## src/rtl/divider_pkg.sv

```systemverilog
// divider_pkg: shared types and helpers for the sequential divider.
//   div_state_t : controller states (IDLE, CALC, DONE)
//   cnt_width() : iteration counter width for a given operand width
package divider_pkg;

   typedef enum logic [1:0] {
      IDLE = 2'd0,
      CALC = 2'd1,
      DONE = 2'd2
   } div_state_t;

   // The counter has to be able to hold nb_bit itself.
   function automatic int cnt_width(input int nb_bit);
      return $clog2(nb_bit + 1);
   endfunction

endpackage

```

## src/rtl/subtractor_n.sv

```systemverilog
// subtractor_n: combinational unsigned subtractor.
//   a_i, b_i  : nb_bit-wide unsigned operands
//   diff_o    : a_i - b_i, modulo 2^nb_bit
//   borrow_o  : 1 when a_i < b_i
module subtractor_n #(
   parameter int nb_bit = 8
) (
   input  logic [nb_bit-1:0] a_i,
   input  logic [nb_bit-1:0] b_i,
   output logic [nb_bit-1:0] diff_o,
   output logic              borrow_o
);

   // One extra bit on top catches the borrow out of the MSB.
   assign {borrow_o, diff_o} = {1'b0, a_i} - {1'b0, b_i};

endmodule

```

## src/rtl/divider_seq_n.sv

```systemverilog
// divider_seq_n: sequential unsigned restoring divider, one quotient bit per
// clock, MSB first, using a single subtractor_n of width nb_bit+1.
//   clk_i, rstn_i          : clock, synchronous active-low reset
//   start_i                : request, taken only while ready_o is high
//   dividend_i, divisor_i  : operands, sampled at acceptance
//   ready_o                : high in IDLE
//   done_o                 : one-cycle pulse, results valid
//   quotient_o, remainder_o: registered results, held until next start
//   div_by_zero_o          : registered, accepted divisor was zero
module divider_seq_n
   import divider_pkg::*;
#(
   parameter int nb_bit = 8
) (
   input  logic              clk_i,
   input  logic              rstn_i,
   input  logic              start_i,
   input  logic [nb_bit-1:0] dividend_i,
   input  logic [nb_bit-1:0] divisor_i,
   output logic              ready_o,
   output logic              done_o,
   output logic [nb_bit-1:0] quotient_o,
   output logic [nb_bit-1:0] remainder_o,
   output logic              div_by_zero_o
);

   localparam int CW = cnt_width(nb_bit);
   localparam logic [CW-1:0] LAST = CW'(nb_bit - 1);

   div_state_t        state;
   logic [CW-1:0]     cnt;
   logic [nb_bit:0]   rem_r;      // partial remainder R
   logic [nb_bit-1:0] q_work;     // dividend shifts out, quotient shifts in
   logic [nb_bit-1:0] divisor_r;

   logic [nb_bit:0]   shifted;
   logic [nb_bit:0]   diff;
   logic              borrow;
   logic [nb_bit:0]   rem_next;
   logic [nb_bit-1:0] q_next;

   // R < divisor after every step, so R's top bit is always zero and is
   // shifted out unused.
   logic unused_rem_top;
   assign unused_rem_top = rem_r[nb_bit];

   assign shifted = {rem_r[nb_bit-1:0], q_work[nb_bit-1]};

   subtractor_n #(.nb_bit(nb_bit + 1)) u_sub (
      .a_i      (shifted),
      .b_i      ({1'b0, divisor_r}),
      .diff_o   (diff),
      .borrow_o (borrow)
   );

   // Restore on borrow: keep the shifted value and emit a 0 quotient bit.
   assign rem_next = borrow ? shifted : diff;
   assign q_next   = {q_work[nb_bit-2:0], ~borrow};

   // Both flags decode straight from the state register.
   assign ready_o = (state == IDLE);
   assign done_o  = (state == DONE);

   always_ff @(posedge clk_i) begin
      if (!rstn_i) begin
         state         <= IDLE;
         cnt           <= '0;
         rem_r         <= '0;
         q_work        <= '0;
         divisor_r     <= '0;
         quotient_o    <= '0;
         remainder_o   <= '0;
         div_by_zero_o <= 1'b0;
      end else begin
         case (state)
            IDLE: begin
               if (start_i) begin
                  q_work        <= dividend_i;
                  divisor_r     <= divisor_i;
                  rem_r         <= '0;
                  cnt           <= '0;
                  div_by_zero_o <= 1'b0;
                  if (divisor_i == '0) begin
                     quotient_o    <= '1;
                     remainder_o   <= dividend_i;
                     div_by_zero_o <= 1'b1;
                     state         <= DONE;
                  end else begin
                     state <= CALC;
                  end
               end
            end
            CALC: begin
               rem_r  <= rem_next;
               q_work <= q_next;
               cnt    <= cnt + 1'b1;
               if (cnt == LAST) begin
                  quotient_o  <= q_next;
                  remainder_o <= rem_next[nb_bit-1:0];
                  state       <= DONE;
               end
            end
            DONE:    state <= IDLE;
            default: state <= IDLE;
         endcase
      end
   end

endmodule

```

## config.mk

```make
export PLATFORM = sky130hd
export DESIGN_NAME = divider_seq_n
export DESIGN_NICKNAME = d
export VERILOG_FILES = /design/src/rtl/divider_pkg.sv /design/src/rtl/subtractor_n.sv /design/src/rtl/divider_seq_n.sv
export SDC_FILE = /design/constraint.sdc
export NUM_CORES = 1
export LEC_CHECK = 0
export ABC_CLOCK_PERIOD_IN_PS = 3100
export BUFFER_PORTS_ARGS = -buffer_cell sky130_fd_sc_hd__buf_2
export CAP_MARGIN = 20
export CORE_ASPECT_RATIO = 1.2
export CORE_UTILIZATION = 56
export DETAILED_ROUTE_END_ITERATION = 16
export PLACE_DENSITY = 0.75
export SLEW_MARGIN = 20
export SYNTH_ARGS = -nofsm -noshare
export SYNTH_HDL_FRONTEND = slang
export SYNTH_SLANG_ARGS = --single-unit
```

## constraint.sdc

```tcl
create_clock -name clk_i -period 3.1 [get_ports clk_i]
set_input_delay 0.31 -clock clk_i [delete_from_list [all_inputs] [get_ports clk_i]]
set_output_delay 0.31 -clock clk_i [all_outputs]
set_load 0.05 [all_outputs]
```

* Word level (Yosys, flattened, before mapping)
Index checks and enable logic that the tools add are counted.
Word-level totals: register bits after elaboration 47, latch bits 0, memory bits (writable) 0, memory bits (read-only) 0, input bits 19, output and inout port bits 19, memories kept 0
Operators by class: $add $sub $neg 2, multiply operators 0, div/mod/pow operators 0, magnitude comparators 0, eq/ne operators 6, shift operators 0, mux-type cells 20, bitwise gates (word level) 1, reductions and logical operators 7
Operators with widths (count):
- two-way mux 8 bit | 9
- one-hot mux 8 bit (2 select lines) | 4
- subtractor 9 x 8 -> 10 bit | 1
- zero test 8 bit | 1
- one-hot mux 4 bit (2 select lines) | 1
- two-way mux 2 bit | 3
- AND reduction 2 bit | 3
- adder 4 x 1 -> 4 bit (second input constant) | 1
- equality test 4 x 3 -> 1 bit (second input constant) | 1
- two-way mux 4 bit | 1
- inequality test 2 bit (second input constant) | 2
- one-hot mux 2 bit (2 select lines) | 1
- AND reduction 4 bit | 1
- equality test 2 x 1 -> 1 bit (second input constant) | 1
- equality test 2 bit (second input constant) | 1
- zero test 2 bit | 1
- inequality test 2 x 1 -> 1 bit (second input constant) | 1
- nonzero test 2 bit | 1
- two-way mux 1 bit | 1
- inverter 1 bit | 1

* Logic depth before layout (Yosys ltp)
Gate-level depths: netlist (run 1).
word-level depth 4, depth in mapped cells 10, depth with buffers taken out 10

* By module
A second synthesis (run 1) with hierarchy kept.
Second synthesis, totals: cell total of the unflattened synthesis 286, area total of the unflattened synthesis 2451.1 um^2
By module, submodules not included:
- divider_seq_n | times used 1, cells an instance 236, area each 2082.0 um^2, seq. area each 940.9 um^2
- subtractor_n | times used 1, cells an instance 50, area each 369.1 um^2, seq. area each 0.0 um^2

* Worst setup path after synthesis (run 1)
OpenSTA, ideal clock, no wires.
path type flip-flop to flip-flop, from register state[0], to register q_work[2], library setup time 116 ps, arrival time 1841 ps, required time 2984 ps, path slack 1143 ps, stages on the path, launching flop included 8, period minus slack after synthesis 1957 ps, cell sequence dfxtp_1 -> buf_2 -> nor2_1 -> nand2_1 -> clkbuf_1 -> nand2_1 -> nand3_1 -> o211a_1
On the way: word-level cells in the longest chain between the ends 3, elaborated cells between the ends (all ways) 6, classes of those cells eq/ne (2); mux (1); reduce/logical (3)
Ends and longest elaborated chain:
- start, declared | RTL line divider_seq_n.sv:30 | div_state_t state;
- start signal, assigned | RTL line divider_seq_n.sv:66 | state <= IDLE;
- start signal, assigned | RTL line divider_seq_n.sv:87 | state <= DONE;
- start signal, assigned | RTL line divider_seq_n.sv:89 | state <= CALC;
- zero test 2 bit *
- via ready_o | RTL line divider_seq_n.sv:20 | output logic ready_o,
- inequality test 2 bit (no source line) or nonzero test 2 bit (tied branches)
- AND reduction 2 bit (no source line)
- end signal, assigned | RTL line divider_seq_n.sv:78 | q_work <= dividend_i;
- end signal, assigned | RTL line divider_seq_n.sv:95 | q_work <= q_next;
- end, declared | RTL line divider_seq_n.sv:33 | logic [nb_bit-1:0] q_work;
The timed path passes the listed nets; every way through them passes the cells marked *. A chain may end at the register's enable or synchronous reset.

* Worst setup path after layout (run 1)
from register divisor_r[6], to register remainder_o[4]
On the way: word-level cells in the longest chain between the ends 4
Ends and longest elaborated chain:
- start, declared | RTL line divider_seq_n.sv:34 | logic [nb_bit-1:0] divisor_r;
- start signal, assigned | RTL line divider_seq_n.sv:79 | divisor_r <= divisor_i;
- subtractor 9 x 8 -> 10 bit | RTL line subtractor_n.sv:15 | assign {borrow_o, diff_o} = {1'b0, a_i} - {1'b0, b_i};
- two-way mux 8 bit | RTL line divider_seq_n.sv:57 | assign rem_next = borrow ? shifted : diff;
- two-way mux 8 bit | RTL line divider_seq_n.sv:97 | if (cnt == LAST) begin
- one-hot mux 8 bit (2 select lines) | RTL line divider_seq_n.sv:75 | case (state)
- end signal, assigned | RTL line divider_seq_n.sv:85 | remainder_o <= dividend_i;
- end signal, assigned | RTL line divider_seq_n.sv:99 | remainder_o <= rem_next[nb_bit-1:0];
- end, declared | RTL line divider_seq_n.sv:23 | output logic [nb_bit-1:0] remainder_o,
No other way between the ends. The select of a mux whose other input is x is not followed.

==> results of run 1 <==
-- final timing paths --
| check | from | endpoint | slack [ns] | cells past startpoint |
|---|---|---|---|---|
| hold reg to reg | divisor_r[5] | divisor_r[5] | 0.47 | 2 |
| setup / recovery | divisor_r[6] | remainder_o[4] | 0.85 | 7 |
| setup reg to reg | divisor_r[6] | remainder_o[4] | 0.85 | 7 |
| hold / removal | divisor_i[5] | divisor_r[5] | 0.27 | 3 |
-- cell usage in the layout, fill, tap and decap left out, drive strengths merged, types with 10 or more instances in the layout --
cell type  count
nor2          24
nand2         50
inv           15
a21boi        17
dfxtp         47
o21ai         17
buf           40
a31oi         11
a21oi         10
-- critical path: stages (launching register included) --
cell	delay [ns]
dfxtp_1	0.33
inv_1	0.04
ha_1	0.33
a21o_1	0.23
a211oi_1	0.51
a2111oi_0	0.25
a31oi_1	0.30
a31oi_1	0.12
-- layout make-up --
cell class              count  area, sq um
multi-input cells         206         1280
repair buffers             40          208
well taps                  54         67.6
inverters                  15         56.3
flip-flops and latches     47          941
clock inverters             1         5.00
fillers                   378         1360
clock buffers               6         82.6
-- where the power goes --
group          internal (mW)  switching (mW)
combinational          0.216           0.431
clock                  0.175           0.193
sequential             0.677          0.0501
-- flip-flops by register name, indices dropped and copies added (netlist names) --
signal	count
divisor_r	8
q_work	8
quotient_o	8
rem_r	8
remainder_o	8
cnt	4
state	2
div_by_zero_o	1
-- cells by family after synthesis --
kind of cell	count (synthesis)
flip-flops	47
AO/OA/AOI/OAI	91
multiplexers	1
adder cells (fa/ha/maj)	10
XOR/XNOR	1
AND/OR/NAND/NOR	103
buffers and inverters	30
-- stage by stage --
step	setup WS [ns]	utilization (%)	cell area [sq um]
finish	0.855	66.1	2650
global route	0.501	66.1	2650
CTS	0.853	66.1	2650
detailed placement	0.868	63.9	2560
global placement	0.871	63.9	2560
floorplan	1.14	-	2370
-- routing by layer --
metal / vias to the layer above / track usage (%)
met5: - / 0
met4: 0 / 8.15
met3: 7 / 5.46
met2: 70 / 43.5
met1: 1034 / 33.9
li1: 1079 / -
==> metrics.csv, run 1 <==
stage,metric,value,unit
yosys,async_flop_share,0,%
final_layout,drive_above_1_share,19.0,%
routing,highest_layer,met4,
routing,wl,5.38,mm
final_layout,area.growth.synth_to_final,11.5,%
clock_network,cts_sinks,47,
yosys,synth_edf_count,0,
clock_network,cts_root_buf,clkbuf_8,
routing,ant_nets,0,
yosys,synth_most_common_cell,nand2_1,
placed_design,place_inst,362,
sta,rsz0062_at_grt,no,
floorplanning,die-area,4500,sq um
yosys,ys_warn_count,0,
pwr,total_leakage_power,1.16,nW
placed_design,port_buffers,37,
yosys,postSynthCellCount,283,
routing,met3_length,257,um
pwr,peakVddDrop,0.344,mV
run_status,status,finished clean,
yosys,synthMuxAreaShare,0.422,%
yosys,synth_commonest_cells,"50 x nand2_1, 47 x dfxtp_1, 24 x nor2_1, 15 x a21boi_0, 15 x inv_1",
sta,holdWs,0.274,ns
yosys,synth.area.top_cells,"dfxtp_1 40%, nand2_1 7.9%, a21boi_0 4.7%",
setup_path,cp_max_fo,6,
floorplanning,die_h,73.3,um
sta,max_slew_margin,47.1,%
setup_path,crit_arrival,2.41,ns
job,maxCapViolations,0,
routing,vias,2190,
clock_network,clk_pin_slew_worst_paths,0.08,ns
yosys,synth_top_flop_cell,dfxtp_1,
global_route,grt-ovfl-total,0,
routing,drcViolationCount,0,
sta,fmax,0.445,GHz
setup_path,critical_path_class,flip-flop to flip-flop,
routing,met1_length,2.42,mm
final_layout,finalNetCount,344,
global_route,grtUsageTotal,26.3,%
floorplanning,core,4000,sq um
clock_network,cts_setup_buffers,0,
routing,drt-pass1-iter-count,5,
clock_network,holdBufCountCts,0,
sta,drv_slew,0,
yosys,synth_cell_types,49,
clock_network,numCtsBuffers,5,
yosys,synthXorXnorAreaFrac,0.369,%
pwr,power_density,659,nW/um^2
sta,worstMarginPinSlew,0.791,ns
yosys,syn_area,2370,sq um
yosys,synth_top_cell_area_share,39.7,%
sta,tns,0,ns
yosys,yosys.area_share.adder,5.59,%
floorplanning,dieWidth,61.4,um
yosys,synth_area_per_cell,8.38,sq um
clock_network,clkLatencyLatePin,0.30,ns
floorplanning,num_rows,25,
setup_path,cp-start-kind,flip-flop,
global_route,grt_pass1_wl,8.74,mm
routing,vias_per_cell,5.93,
placed_design,gp_congestion,0.923,
sta,hold_violations,0,
routing,drt_iter0_drc,202,
floorplanning,initial_utilization,59.2,%
yosys,synth_top_area_cell,dfxtp_1,
sta,fin_crit_sh,72.4,%
final_layout,antennaDiodeCount,0,
clock_network,post_cts_resized,0,
routing,wl_met2,2.62,mm
final_layout,fin_cells,369,
min_path,hold_class,input pin to flip-flop,
clock_network,cts_max_path_buffers,2,
yosys,seq_area_frac_synth,39.7,%
setup_path,cp.required,3.27,ns
yosys,ys_ff_latch,47,
global_route,grt_pass1_vias,1904,
pwr,finalPower,1.74,mW
global_route,grt_max_degree,48,
yosys,synth_compound_area_share,28.4,%
setup_path,crit_path_end_kind,flip-flop,
sta,setup_violations,0,
sta,finalCriticalPeriod,2.25,ns
yosys,synth_fp_nets,312,
clock_network,cts.htree.levels,2,
clock_network,cts_tree,yes,
floorplanning,ioPinCount,38,
yosys,synth_top_family_by_area,compound AO/OA/AOI/OAI gates,
yosys,yosys.area_share.simple,19.4,%
placed_design,dp_hpwl,3.90,mm
sta,fin_skew,0.00885,ns
global_route,antenna_found_initial,0,
routing,wl_per_cell,14.6,um
Power figures use the tool's default switching activity.
==> run 2, diff against run 1 <==
ABC_CLOCK_PERIOD_IN_PS = 2300   (was 3100)
clock period = 2.3 ns   (was 3.1 ns; I/O delays follow)
==> run 2 against run 1 <==
Sequential power is 35% higher. Worst setup slack got worse by 0.70 ns. Wire length increased by 3.0%. Worst hold slack got worse by 0.092 ns. Maximum frequency grew 4.9%. Via count shrank 1.1%. Utilization increased by 1.5 points. Final cell count up 1.4%. Critical path type unchanged.
==> metrics.csv, run 2 (synthesis results as in run 1) <==
stage,metric,value,unit,change
final_layout,fill_cells,370,,was 378
floorplanning,dieWidth,61.4,um,unchanged
final_layout,finalNetCount,348,,was 344
floorplanning,ioPinCount,38,,unchanged
clock_network,clkLatencyLatePin,0.31,ns,was 0.30 ns
sta,finalCriticalPeriod,2.14,ns,was 2.25 ns
sta,rsz0062_at_grt,no,,unchanged
final_layout,area.growth.synth_to_final,14.1,%,was 11.5%
global_route,use_met1,34.4,%,was 33.9%
setup_path,cp-start-kind,flip-flop,,unchanged
sta,tns,0,ns,unchanged
sta,drv_slew,0,,unchanged
setup_path,slowest_stage,ha_1,,was a211oi_1
final_layout,multiInputGateArea,1290,sq um,was 1280 sq um
clock_network,clk_pin_slew_worst_paths,0.08,ns,about the same
setup_path,crit_chain,inv_1 -> ha_1 -> and2_1 -> a41o_1 -> nor2_1 -> nand2_1 -> o211ai_1 -> a31oi_1,,was inv_1 -> ha_1 -> a21o_1 -> a211oi_1 -> a2111oi_0 -> a31oi_1 -> a31oi_1
setup_path,crit_path_end_kind,flip-flop,,unchanged
sta,max_slew_margin,55.4,%,was 47.1%
clock_network,numCtsBuffers,5,,unchanged
routing,vias_per_cell,5.79,,was 5.93
sta,fin_skew,0.0108,ns,was 0.00885 ns
global_route,use_met2,46.0,%,was 43.5%
final_layout,seq_area,941,sq um,unchanged
run_status,status,finished clean,,unchanged
min_path,hold_class,input pin to flip-flop,,unchanged
sta,hold_violations,0,,unchanged
global_route,grt_pass1_wl,8.99,mm,was 8.74 mm
placed_design,dp_hpwl,4.12,mm,was 3.90 mm
routing,drt-pass1-iter-count,4,,was 5
routing,vias,2167,,was 2190
pwr,power_density,923,nW/um^2,was 659 nW/um^2
pwr,peakVddDrop,0.522,mV,was 0.344 mV
pwr,total_leakage_power,1.19,nW,was 1.16 nW
final_layout,drive_above_1_share,20.6,%,was 19.0%
clock_network,cts_max_path_buffers,2,,unchanged
clock_network,cts_setup_buffers,0,,unchanged
routing,drcViolationCount,0,,unchanged
setup_path,cp.buffers_inverters,1,,unchanged
job,maxCapViolations,0,,unchanged
global_route,met3_usage,4.75,%,was 5.46%
global_route,grt_max_degree,32,,was 48
clock_network,cts_sinks,47,,unchanged
setup_path,cp_max_fo,6,,unchanged
routing,wl,5.54,mm,was 5.38 mm
global_route,antenna_found_initial,0,,unchanged
global_route,grt-ovfl-total,0,,unchanged
setup_path,cp_top_family,compound AO/OA/AOI/OAI gates,,unchanged
sta,fin_crit_sh,93.1,%,was 72.4%
setup_path,max_stage_delay,0.34,ns,was 0.51 ns
setup_path,cp.required,2.48,ns,was 3.27 ns
clock_network,cts_tree,yes,,unchanged
global_route,grtUsageTotal,26.9,%,was 26.3%
placed_design,port_buffers,37,,unchanged
global_route,grt.busiest_layer,met2,,unchanged
sta,holdWs,0.182,ns,was 0.274 ns
sta,setup_violations,0,,unchanged
clock_network,cts_root_buf,clkbuf_8,,unchanged
final_layout,mostFrequentLayoutCells,"50 x nand2_1, 47 x dfxtp_1, 37 x buf_2",,unchanged
floorplanning,core,4000,sq um,unchanged
final_layout,antennaDiodeCount,0,,unchanged
floorplanning,num_rows,25,,unchanged
sta,worstMarginPinSlew,0.667,ns,was 0.791 ns
final_layout,final_common_cell,nand2_1,,unchanged
routing,drt_iter0_drc,230,,was 202
setup_path,crit_arrival,2.32,ns,was 2.41 ns
sta,fmax,0.467,GHz,was 0.445 GHz
floorplanning,initial_utilization,59.2,%,unchanged
routing,wl_per_cell,14.8,um,was 14.6 um
setup_path,critical_path_class,flip-flop to flip-flop,,unchanged
routing,ant_nets,0,,unchanged
placed_design,gp_congestion,0.984,,was 0.923
clock_network,cts.htree.levels,2,,unchanged
floorplanning,die-area,4500,sq um,unchanged
global_route,grt_pass1_vias,1960,,was 1904
floorplanning,die_h,73.3,um,unchanged
[run 2: changes by cell type in the layout (fill, tap and decap cells not counted), sizes merged]
| cell | delta |
|---|---|
| bufinv | +1 |
| clkbuf | -1 |
| clkinv | +1 |
| buf | +4 |
[run 2: final timing paths]
path,start,to,slack (ns),cells past startpoint
setup / recovery,divisor_r[5],remainder_o[2],0.16,8
hold / removal,divisor_i[3],divisor_r[3],0.18,3
setup reg to reg,divisor_r[5],remainder_o[2],0.16,8
hold reg to reg,divisor_r[5],divisor_r[5],0.47,2
[run 2: where the power goes]
part	internal (mW)	switching, mW	total [mW]
clock network	0.324	0.287	0.611
registers	0.912	0.0717	0.984
logic	0.308	0.594	0.902
[run 2: layout make-up]
type	instances	area share [%]
Clock inverter	3	1.62
Sequential cell	47	34.8
Multi-Input combinational cell	206	47.7
Inverter	15	2.08
Clock buffer	5	2.54
Timing Repair Buffer	44	8.78
Tap cell	54	2.50
[run 2: per-stage QoR]
step	cells	cell area, sq um	setup WS, ns	util (%)	total power [mW]
2_1_floorplan	283	2370	0.343	-	1.67
3_3_place_gp	366	2590	0.133	64.6	1.88
3_5_place_dp	366	2590	0.164	64.6	1.89
4_1_cts	374	2700	0.161	67.4	2.50
5_1_grt	374	2710	0.00497	67.6	2.65
6_report	374	2710	0.159	67.6	2.50
[run 2: timing repair]
item	CTS	global route
resized for setup	0	2
endpoints found under the setup margin	0	2
hold buffers	0	0
[run 2: per-layer routing]
| layer | vias up | share of wire, % |
|---|---|---|
| met5 | - | 0 |
| met2 | 55 | 50 |
| li1 | 1090 | - |
| met3 | 6 | 4.1 |
| met4 | 0 | 1.2 |
| met1 | 1016 | 44 |
[run 2: tightest hold or removal path: cells and delay by family]
family	cells	cell delay, ns
AO/OA/AOI/OAI	1	0.06
AND/OR/NAND/NOR	1	0.04
buffers and inverters	1	0.10
